$ cat src/rtl/fp16_add_arbiter_pkg.sv
// fp16_arb_pkg: shared widths, the response FIFO entry and the round-robin picker
// used by the shared FP16 adder arbiter (fp16_add_arbiter).
package fp16_arb_pkg;

    localparam int FP16_W     = 16;
    localparam int FIFO_DEPTH = 2;
    // Entry fields are sized for the largest supported configuration
    // (N_REQ up to 8, tags up to 16 bits) and narrowed at the top level.
    localparam int ENT_ID_W   = 3;
    localparam int ENT_TAG_W  = 16;

    typedef struct packed {
        logic [FP16_W-1:0]    x;
        logic [ENT_ID_W-1:0]  id;
        logic [ENT_TAG_W-1:0] tag;
    } resp_ent_t;

    // Returns {found, index} of the first valid requester after ptr,
    // wrapping modulo n. The scan runs far-to-near so the nearest wins.
    function automatic logic [3:0] rr_next(
        input logic [7:0] valid,
        input logic [2:0] ptr,
        input int         n
    );
        logic [3:0] res;
        int         idx;
        res = '0;
        for (int k = 8; k >= 1; k--) begin
            idx = (int'(ptr) + k) % n;
            if (k <= n && valid[idx[2:0]]) begin
                res = {1'b1, idx[2:0]};
            end
        end
        return res;
    endfunction

endpackage

$ cat src/rtl/fp16_add_arbiter_if.sv
// Request/response bundle between N_REQ requesters, the arbiter and the consumer.
// master = requester/consumer side, slave = arbiter side.
interface fp16_add_arbiter_if #(
    parameter int N_REQ = 4,
    parameter int TAG_W = 4
);
    import fp16_arb_pkg::*;

    localparam int ID_W = $clog2(N_REQ);

    logic [N_REQ-1:0]        req_valid;
    logic [N_REQ-1:0]        req_ready;
    logic [N_REQ*FP16_W-1:0] req_a;
    logic [N_REQ*FP16_W-1:0] req_b;
    logic [N_REQ*TAG_W-1:0]  req_tag;
    logic                    resp_valid;
    logic                    resp_ready;
    logic [FP16_W-1:0]       resp_x;
    logic [ID_W-1:0]         resp_id;
    logic [TAG_W-1:0]        resp_tag;
    logic                    busy;

    modport master (
        output req_valid, req_a, req_b, req_tag, resp_ready,
        input  req_ready, resp_valid, resp_x, resp_id, resp_tag, busy
    );

    modport slave (
        input  req_valid, req_a, req_b, req_tag, resp_ready,
        output req_ready, resp_valid, resp_x, resp_id, resp_tag, busy
    );

endinterface

$ cat src/rtl/fp16_add_arbiter_fp16adder.sv
// fp16adder: FP16 adder, round-to-nearest-even, subnormals, inf/NaN, one register stage.
// Ports: clk, rst (sync, active low), i_a, i_b operands, o_x registered sum.
module fp16adder
    import fp16_arb_pkg::*;
(
    input  logic              clk,
    input  logic              rst,
    input  logic [FP16_W-1:0] i_a,
    input  logic [FP16_W-1:0] i_b,
    output logic [FP16_W-1:0] o_x
);

    logic [FP16_W-1:0] r_x;
    logic [FP16_W-1:0] w_x, w_l, w_s;
    logic              w_swap, w_sub, w_nan, w_inf_a, w_inf_b, w_inc;
    logic [4:0]        w_el, w_es, w_d;
    logic [13:0]       w_ml, w_ms, w_n;
    logic [27:0]       w_sh;
    logic [14:0]       w_sum;
    logic [5:0]        w_e, w_sft, w_lz;
    logic [11:0]       w_m;

    always_comb begin
        w_x     = '0;
        w_swap  = i_a[14:0] < i_b[14:0];
        w_l     = w_swap ? i_b : i_a;
        w_s     = w_swap ? i_a : i_b;
        w_nan   = (i_a[14:10] == 5'h1F && i_a[9:0] != 10'd0) ||
                  (i_b[14:10] == 5'h1F && i_b[9:0] != 10'd0);
        w_inf_a = i_a[14:0] == 15'h7C00;
        w_inf_b = i_b[14:0] == 15'h7C00;
        // Subnormals share the exponent of the smallest normal.
        w_el    = (w_l[14:10] == 5'd0) ? 5'd1 : w_l[14:10];
        w_es    = (w_s[14:10] == 5'd0) ? 5'd1 : w_s[14:10];
        w_ml    = {w_l[14:10] != 5'd0, w_l[9:0], 3'b000};
        w_d     = w_el - w_es;
        w_sh    = {w_s[14:10] != 5'd0, w_s[9:0], 3'b000, 14'd0}
                  >> ((w_d > 5'd15) ? 5'd15 : w_d);
        // Bits shifted past the guard/round pair collapse into sticky.
        w_ms    = {w_sh[27:15], w_sh[14] | (|w_sh[13:0])};
        w_sub   = w_l[15] ^ w_s[15];
        w_sum   = w_sub ? ({1'b0, w_ml} - {1'b0, w_ms})
                        : ({1'b0, w_ml} + {1'b0, w_ms});
        w_lz    = 6'd14;
        for (int i = 0; i < 14; i++) begin
            if (w_sum[i]) w_lz = 6'(13 - i);
        end
        w_e     = {1'b0, w_el};
        w_sft   = '0;
        w_n     = '0;
        if (w_sum[14]) begin
            w_n = {w_sum[14:2], w_sum[1] | w_sum[0]};
            w_e = w_e + 6'd1;
        end else begin
            // Never normalise below exponent 1: result stays subnormal.
            w_sft = (w_lz < w_e - 6'd1) ? w_lz : w_e - 6'd1;
            w_n   = w_sum[13:0] << w_sft;
            w_e   = w_e - w_sft;
        end
        w_inc   = w_n[2] & (w_n[3] | w_n[1] | w_n[0]);
        w_m     = {1'b0, w_n[13:3]} + {11'd0, w_inc};
        if (w_m[11]) begin
            w_m = w_m >> 1;
            w_e = w_e + 6'd1;
        end
        if (w_nan) begin
            w_x = 16'h7E00;
        end else if (w_inf_a && w_inf_b) begin
            w_x = (i_a[15] == i_b[15]) ? i_a : 16'h7E00;
        end else if (w_inf_a) begin
            w_x = i_a;
        end else if (w_inf_b) begin
            w_x = i_b;
        end else if (w_sum == 15'd0) begin
            w_x = {w_sub ? 1'b0 : w_l[15], 15'd0};
        end else if (w_e >= 6'd31) begin
            w_x = {w_l[15], 5'h1F, 10'd0};
        end else begin
            w_x = {w_l[15], w_m[10] ? w_e[4:0] : 5'd0, w_m[9:0]};
        end
    end

    always_ff @(posedge clk) begin
        if (!rst) r_x <= '0;
        else      r_x <= w_x;
    end

    assign o_x = r_x;

endmodule

$ cat src/rtl/fp16_add_arbiter.sv
// fp16_add_arbiter: round-robin share of one fp16adder among N_REQ requesters,
// 2-entry credited response FIFO. Ports: clk, rst (sync, active low), bus (slave);
// with FP16_ADD_ARB_PERF_EN defined also perf_sel, perf_grants, perf_stalls.
module fp16_add_arbiter
    import fp16_arb_pkg::*;
#(
    parameter  int N_REQ = 4,
    parameter  int TAG_W = 4,
    localparam int ID_W  = $clog2(N_REQ)
) (
    input  logic              clk,
    input  logic              rst,
`ifdef FP16_ADD_ARB_PERF_EN
    input  logic [ID_W-1:0]   perf_sel,
    output logic [15:0]       perf_grants,
    output logic [15:0]       perf_stalls,
`endif
    fp16_add_arbiter_if.slave bus
);

    logic              r_s1_valid;
    logic [ID_W-1:0]   r_s1_id;
    logic [TAG_W-1:0]  r_s1_tag;
    logic [ID_W-1:0]   r_rr;
    resp_ent_t         r_mem [FIFO_DEPTH];
    logic              r_wr, r_rd;
    logic [1:0]        r_cnt;

    logic [3:0]        w_pick;
    logic [ID_W-1:0]   w_grant;
    logic              w_pop, w_credit_ok, w_issue;
    logic [2:0]        w_occ;
    logic [FP16_W-1:0] w_a, w_b, w_x;
    logic [TAG_W-1:0]  w_tag;
    resp_ent_t         w_ent, w_head;

    assign w_pop       = (r_cnt != 2'd0) & bus.resp_ready;
    // Slots committed after this edge: queued, minus leaving, plus in flight.
    assign w_occ       = {1'b0, r_cnt} + {2'b0, r_s1_valid} - {2'b0, w_pop};
    assign w_credit_ok = w_occ < 3'(FIFO_DEPTH);
    assign w_pick      = rr_next(8'(bus.req_valid), 3'(r_rr), N_REQ);
    assign w_grant     = w_pick[ID_W-1:0];
    // No request is accepted while reset is held.
    assign w_issue     = rst & w_pick[3] & w_credit_ok;

    always_comb begin
        bus.req_ready = '0;
        w_a           = '0;
        w_b           = '0;
        w_tag         = '0;
        if (w_issue) begin
            bus.req_ready[w_grant] = 1'b1;
            w_a   = bus.req_a[int'(w_grant)*FP16_W +: FP16_W];
            w_b   = bus.req_b[int'(w_grant)*FP16_W +: FP16_W];
            w_tag = bus.req_tag[int'(w_grant)*TAG_W +: TAG_W];
        end
    end

    fp16adder u_add (
        .clk (clk),
        .rst (rst),
        .i_a (w_a),
        .i_b (w_b),
        .o_x (w_x)
    );

    always_ff @(posedge clk) begin
        if (!rst) begin
            r_s1_valid <= 1'b0;
            r_s1_id    <= '0;
            r_s1_tag   <= '0;
            r_rr       <= ID_W'(N_REQ - 1);
        end else begin
            r_s1_valid <= w_issue;
            if (w_issue) begin
                r_s1_id  <= w_grant;
                r_s1_tag <= w_tag;
                r_rr     <= w_grant;
            end
        end
    end

    assign w_ent = '{x: w_x, id: ENT_ID_W'(r_s1_id), tag: ENT_TAG_W'(r_s1_tag)};

    always_ff @(posedge clk) begin
        if (r_s1_valid) r_mem[r_wr] <= w_ent;
    end

    always_ff @(posedge clk) begin
        if (!rst) begin
            r_wr  <= 1'b0;
            r_rd  <= 1'b0;
            r_cnt <= 2'd0;
        end else begin
            if (r_s1_valid) r_wr <= ~r_wr;
            if (w_pop)      r_rd <= ~r_rd;
            r_cnt <= r_cnt + {1'b0, r_s1_valid} - {1'b0, w_pop};
        end
    end

    assign w_head         = r_mem[r_rd];
    assign bus.resp_valid = r_cnt != 2'd0;
    assign bus.resp_x     = w_head.x;
    assign bus.resp_id    = ID_W'(w_head.id);
    assign bus.resp_tag   = TAG_W'(w_head.tag);
    assign bus.busy       = r_s1_valid | (r_cnt != 2'd0);

`ifdef FP16_ADD_ARB_PERF_EN
    logic [15:0] r_grants [N_REQ];
    logic [15:0] r_stalls;

    always_ff @(posedge clk) begin
        if (!rst) begin
            for (int i = 0; i < N_REQ; i++) r_grants[i] <= '0;
            r_stalls <= '0;
        end else begin
            if (w_issue && r_grants[w_grant] != 16'hFFFF) begin
                r_grants[w_grant] <= r_grants[w_grant] + 16'd1;
            end
            if ((|bus.req_valid) && !w_credit_ok && r_stalls != 16'hFFFF) begin
                r_stalls <= r_stalls + 16'd1;
            end
        end
    end

    assign perf_grants = r_grants[perf_sel];
    assign perf_stalls = r_stalls;
`endif

endmodule

$ cat src/flat_wrapper.sv
// flat-port wrapper written by rule: the top's interface ports become plain ports
module fp16_add_arbiter_flat import fp16_arb_pkg::*;
#(
    parameter  int N_REQ = 4,
    parameter  int TAG_W = 4,
    localparam int ID_W  = $clog2(N_REQ)
)
  (clk, rst, bus_req_valid, bus_req_a, bus_req_b, bus_req_tag, bus_resp_ready, bus_req_ready, bus_resp_valid, bus_resp_x, bus_resp_id, bus_resp_tag, bus_busy);
  fp16_add_arbiter_if #(.N_REQ(N_REQ), .TAG_W(TAG_W)) bus_i ();
  input  logic clk;
  input  logic rst;
  input wire logic [$bits(bus_i.req_valid)-1:0] bus_req_valid;
  input wire logic [$bits(bus_i.req_a)-1:0] bus_req_a;
  input wire logic [$bits(bus_i.req_b)-1:0] bus_req_b;
  input wire logic [$bits(bus_i.req_tag)-1:0] bus_req_tag;
  input wire logic [$bits(bus_i.resp_ready)-1:0] bus_resp_ready;
  output wire logic [$bits(bus_i.req_ready)-1:0] bus_req_ready;
  output wire logic [$bits(bus_i.resp_valid)-1:0] bus_resp_valid;
  output wire logic [$bits(bus_i.resp_x)-1:0] bus_resp_x;
  output wire logic [$bits(bus_i.resp_id)-1:0] bus_resp_id;
  output wire logic [$bits(bus_i.resp_tag)-1:0] bus_resp_tag;
  output wire logic [$bits(bus_i.busy)-1:0] bus_busy;
  assign bus_i.req_valid = bus_req_valid;
  assign bus_i.req_a = bus_req_a;
  assign bus_i.req_b = bus_req_b;
  assign bus_i.req_tag = bus_req_tag;
  assign bus_i.resp_ready = bus_resp_ready;
  assign bus_req_ready = bus_i.req_ready;
  assign bus_resp_valid = bus_i.resp_valid;
  assign bus_resp_x = bus_i.resp_x;
  assign bus_resp_id = bus_i.resp_id;
  assign bus_resp_tag = bus_i.resp_tag;
  assign bus_busy = bus_i.busy;
  fp16_add_arbiter #(.N_REQ(N_REQ), .TAG_W(TAG_W)) u_core (.clk(clk), .rst(rst), .bus(bus_i));
endmodule
$ cat config.mk
export PLATFORM = sky130hd
export DESIGN_NAME = fp16_add_arbiter_flat
export DESIGN_NICKNAME = d
export VERILOG_FILES = /design/src/rtl/fp16_add_arbiter_pkg.sv /design/src/rtl/fp16_add_arbiter_if.sv /design/src/rtl/fp16_add_arbiter_fp16adder.sv /design/src/rtl/fp16_add_arbiter.sv /design/src/flat_wrapper.sv
export SDC_FILE = /design/constraint.sdc
export NUM_CORES = 1
export LEC_CHECK = 0
export CAP_MARGIN = 10
export CELL_PAD_IN_SITES_DETAIL_PLACEMENT = 1
export CELL_PAD_IN_SITES_GLOBAL_PLACEMENT = 2
export CORE_MARGIN = 10
export CORE_UTILIZATION = 34
export DETAILED_ROUTE_END_ITERATION = 8
export GPL_ROUTABILITY_DRIVEN = 0
export MAX_ROUTING_LAYER = met4
export PLACE_DENSITY_LB_ADDON = 0.25
export SKIP_LAST_GASP = 1
export SLEW_MARGIN = 30
export SYNTH_ARGS = -nofsm -noshare
export SYNTH_HDL_FRONTEND = slang
export SYNTH_SLANG_ARGS = --single-unit
$ cat constraint.sdc
create_clock -name clk -period 55.9 [get_ports clk]
set_input_delay 11.18 -clock clk [delete_from_list [all_inputs] [get_ports clk]]
set_output_delay 11.18 -clock clk [all_outputs]
set_load 0.1 [all_outputs]
==> out/qor.yml <==
synth:
  syn-cell-area_um2: 9710
  async_flop_share_pct: 0
  yosys_warnings: 0
  synthCells: 1240
  synth_edf_count: 44
  synth.area.top_cells: "edfxtp_1 (14%), ha_1 (7.3%), nand2_1 (6.4%)"
  synth_ff_type: "edfxtp_1"
  ys_top_cells_by_count: "nand2_1 (166), nor2_1 (93), nand3_1 (75)"
  ys_seq_area_share_pct: 19.8
  synth_area_leader_cell: "edfxtp_1"
  ys_types: 98
  ys_ff_latch: 74
  netlist.area_leader.share_pct: 13.6
  syn_avg_cell_area_um2: 7.83
  synth_most_common_cell: "nand2_1"
  synthesis.nets: 1452
timing:
  setup_viol: 0
  timing.final.crit_share_pct: 52.7
  maxSlewViolCount: 0
  rsz0062_at_grt: "false"
  final.setup.tns_ns: 0
  tightestPinTransition_ns: 1.02
  worst_slack_ns: 26.44
  fmax_mhz: 33.9
  relSlewSlack_pct: 31.7
  finalCriticalPeriod_ns: 29.46
  hold_viol_final: 0
  skew_ns: 0.00470
drt:
  detail-route-antenna-nets: 0
  drc_errors: 0
  wl_per_cell_um: 21.4
  drt_first_iter_violations: 627
  drt-total-wl_mm: 37.6
  num_vias: 10200
  via_per_inst: 5.78
  drt-pass1-iter-count: 5
placement:
  place_ws_ns: 26.10
  dp_cells: 1747
  place.port_buffers: 178
  dpl.hpwl_mm: 30.9
worst_setup_path:
  start_kind: "input port"
  crit_path_frequent_cell: "ha_1"
  max_stage_delay_ns: 0.76
  path_max_fanout: 58
  critical_path_required_ns: 56.12
  crit_type: "input port to flip-flop"
  crit_path_top_delay_cell: "or4b_1"
  crit_buf_inv: 11
  critPathTopFamily: "simple AND/OR/NAND/NOR gates"
  end_kind: "flip-flop"
  worstPathArrival_ns: 29.67
clock_network:
  insertion_delay_ns: 0.33
  clk_pin_slew_worst_paths_ns: 0.05
  htreeDepth: 3
  cts_sinks: 74
  post_cts_resized: 0
  post-cts-setup-buffers: 0
  holdBufCountCts: 0
  cts_root_buffer: "clkbuf_16"
  tritoncts: "built"
  cts_made_buffers: 9
  ctsLongestPathBuffers: 2
job:
  drv_cap: 0
die:
  rows: 61
  initial_core_util_pct: 34.7
  coreArea_um2: 28000
  die_area_um2: 35700
  pin_count: 179
  dieHeight_um: 189
  dieWidth_um: 189
global_route:
  grt_max_degree: 59
  grt.busiest_layer: "met2"
  grt_use_met2_pct: 37.9
  antenna_found_initial: 0
  grt_usage_pct: 21.0
  met1_usage_pct: 24.9
  grt_pass1_wl_mm: 60.0
  grt_pass1_vias: 10800
  overflow: 0
  met3_usage_pct: 1.58
cells_and_area:
  fin_nets: 1592
  area_growth_pct: 24.8
  diodes: 0
  nFillCells: 3390
  finalNonFillerCells: 1763
  fin_util_pct: 43.3
  drive_above_1_share_pct: 8.52
worst_hold_path:
  hold_class: "flip-flop to flip-flop"
run_status:
  outcome: "completed"
sequential cells by signal (all words and copies together) (netlist names), named ones only:
| signal | flops |
|---|---|
| u_core.r_s1_valid | 1 |
| u_core.u_add.o_x | 16 |
| u_core.r_rd | 1 |
| u_core.r_cnt | 2 |
| u_core.r_s1_id | 2 |
| u_core.r_mem | 44 |
| u_core.r_rr | 2 |
| u_core.r_s1_tag | 4 |
| u_core.r_wr | 1 |
routing by layer:
metal	wire, um	up-vias	part of all wire [%]
li1	-	4956	-
met2	19500	212	52
met3	1190	32	3.2
met5	0	-	0
met4	672	0	1.8
met1	16200	4994	43
worst reg2reg max path, delay by kind of cell, from the launching register on:
family                     cells  cell delay [ns]
and+or+nand+nor               23             5.76
AOI/OAI and AO/OA             22             5.33
adders and majority gates     11             3.12
buffers and inverters         10             2.03
muxes                          4             1.62
xor gates and xnor gates       3             0.61
DFF                            1             0.35
per-stage QoR:
| step | hold slack [ns] | instance area [um2] |
|---|---|---|
| finish | 0.432 | 12100 |
| global route | 0.444 | 12100 |
| CTS | 0.433 | 12100 |
| detailed placement | 0.419 | 11800 |
| global placement | 0.408 | 11800 |
| floorplan | 0.404 | 9710 |
logic make-up after synthesis:
logic type / count (synthesis) / synth area share, %
AO/OA/AOI/OAI: 340 / 25.6
XOR/XNOR: 34 / 3.07
adder cells (fa/ha/maj): 61 / 8.17
buffers and inverters: 133 / 5.66
flip-flops: 74 / 19.8
multiplexers: 90 / 11.6
AND/OR/NAND/NOR: 508 / 26.2
worst paths after layout:
kind                                           from  slack [ns]             endpoint  cells past startpoint
worst max-delay path                 bus_resp_ready       26.44  u_core.u_add.o_x[3]                     73
worst min-delay path            u_core.u_add.o_x[0]        0.43   u_core.r_mem[0][6]                      0
worst max register to register      u_core.r_cnt[1]       37.00  u_core.u_add.o_x[3]                     73
worst min register to register  u_core.u_add.o_x[0]        0.43   u_core.r_mem[0][6]                      0
final cells by class:
cell class	instances	area (um2)	area share, %
Inverter	73	274	2.26
Tap cell	378	473	3.90
Clock inverter	7	108	0.888
Timing Repair Buffer	189	1860	15.4
Sequential cell	74	1920	15.9
Clock buffer	9	225	1.86
Multi-Input combinational cell	1033	7250	59.8
placed cells by master (no fill, tap or decap), types with 21 or more instances in the layout:
master,instances
inv_1,69
clkdlybuf4s50_1,178
nand2_1,166
a211oi_1,21
ha_1,57
mux2_2,37
a21oi_1,67
o211ai_1,21
mux2i_1,38
o21ai_0,38
nand3_1,75
dfxtp_1,29
nor3_1,30
xnor2_1,23
edfxtp_1,44
nor2_1,92
Power is left out: the tool's default activity adds up to more than one toggle a clock period on the data nets, which glitch-free logic cannot reach.
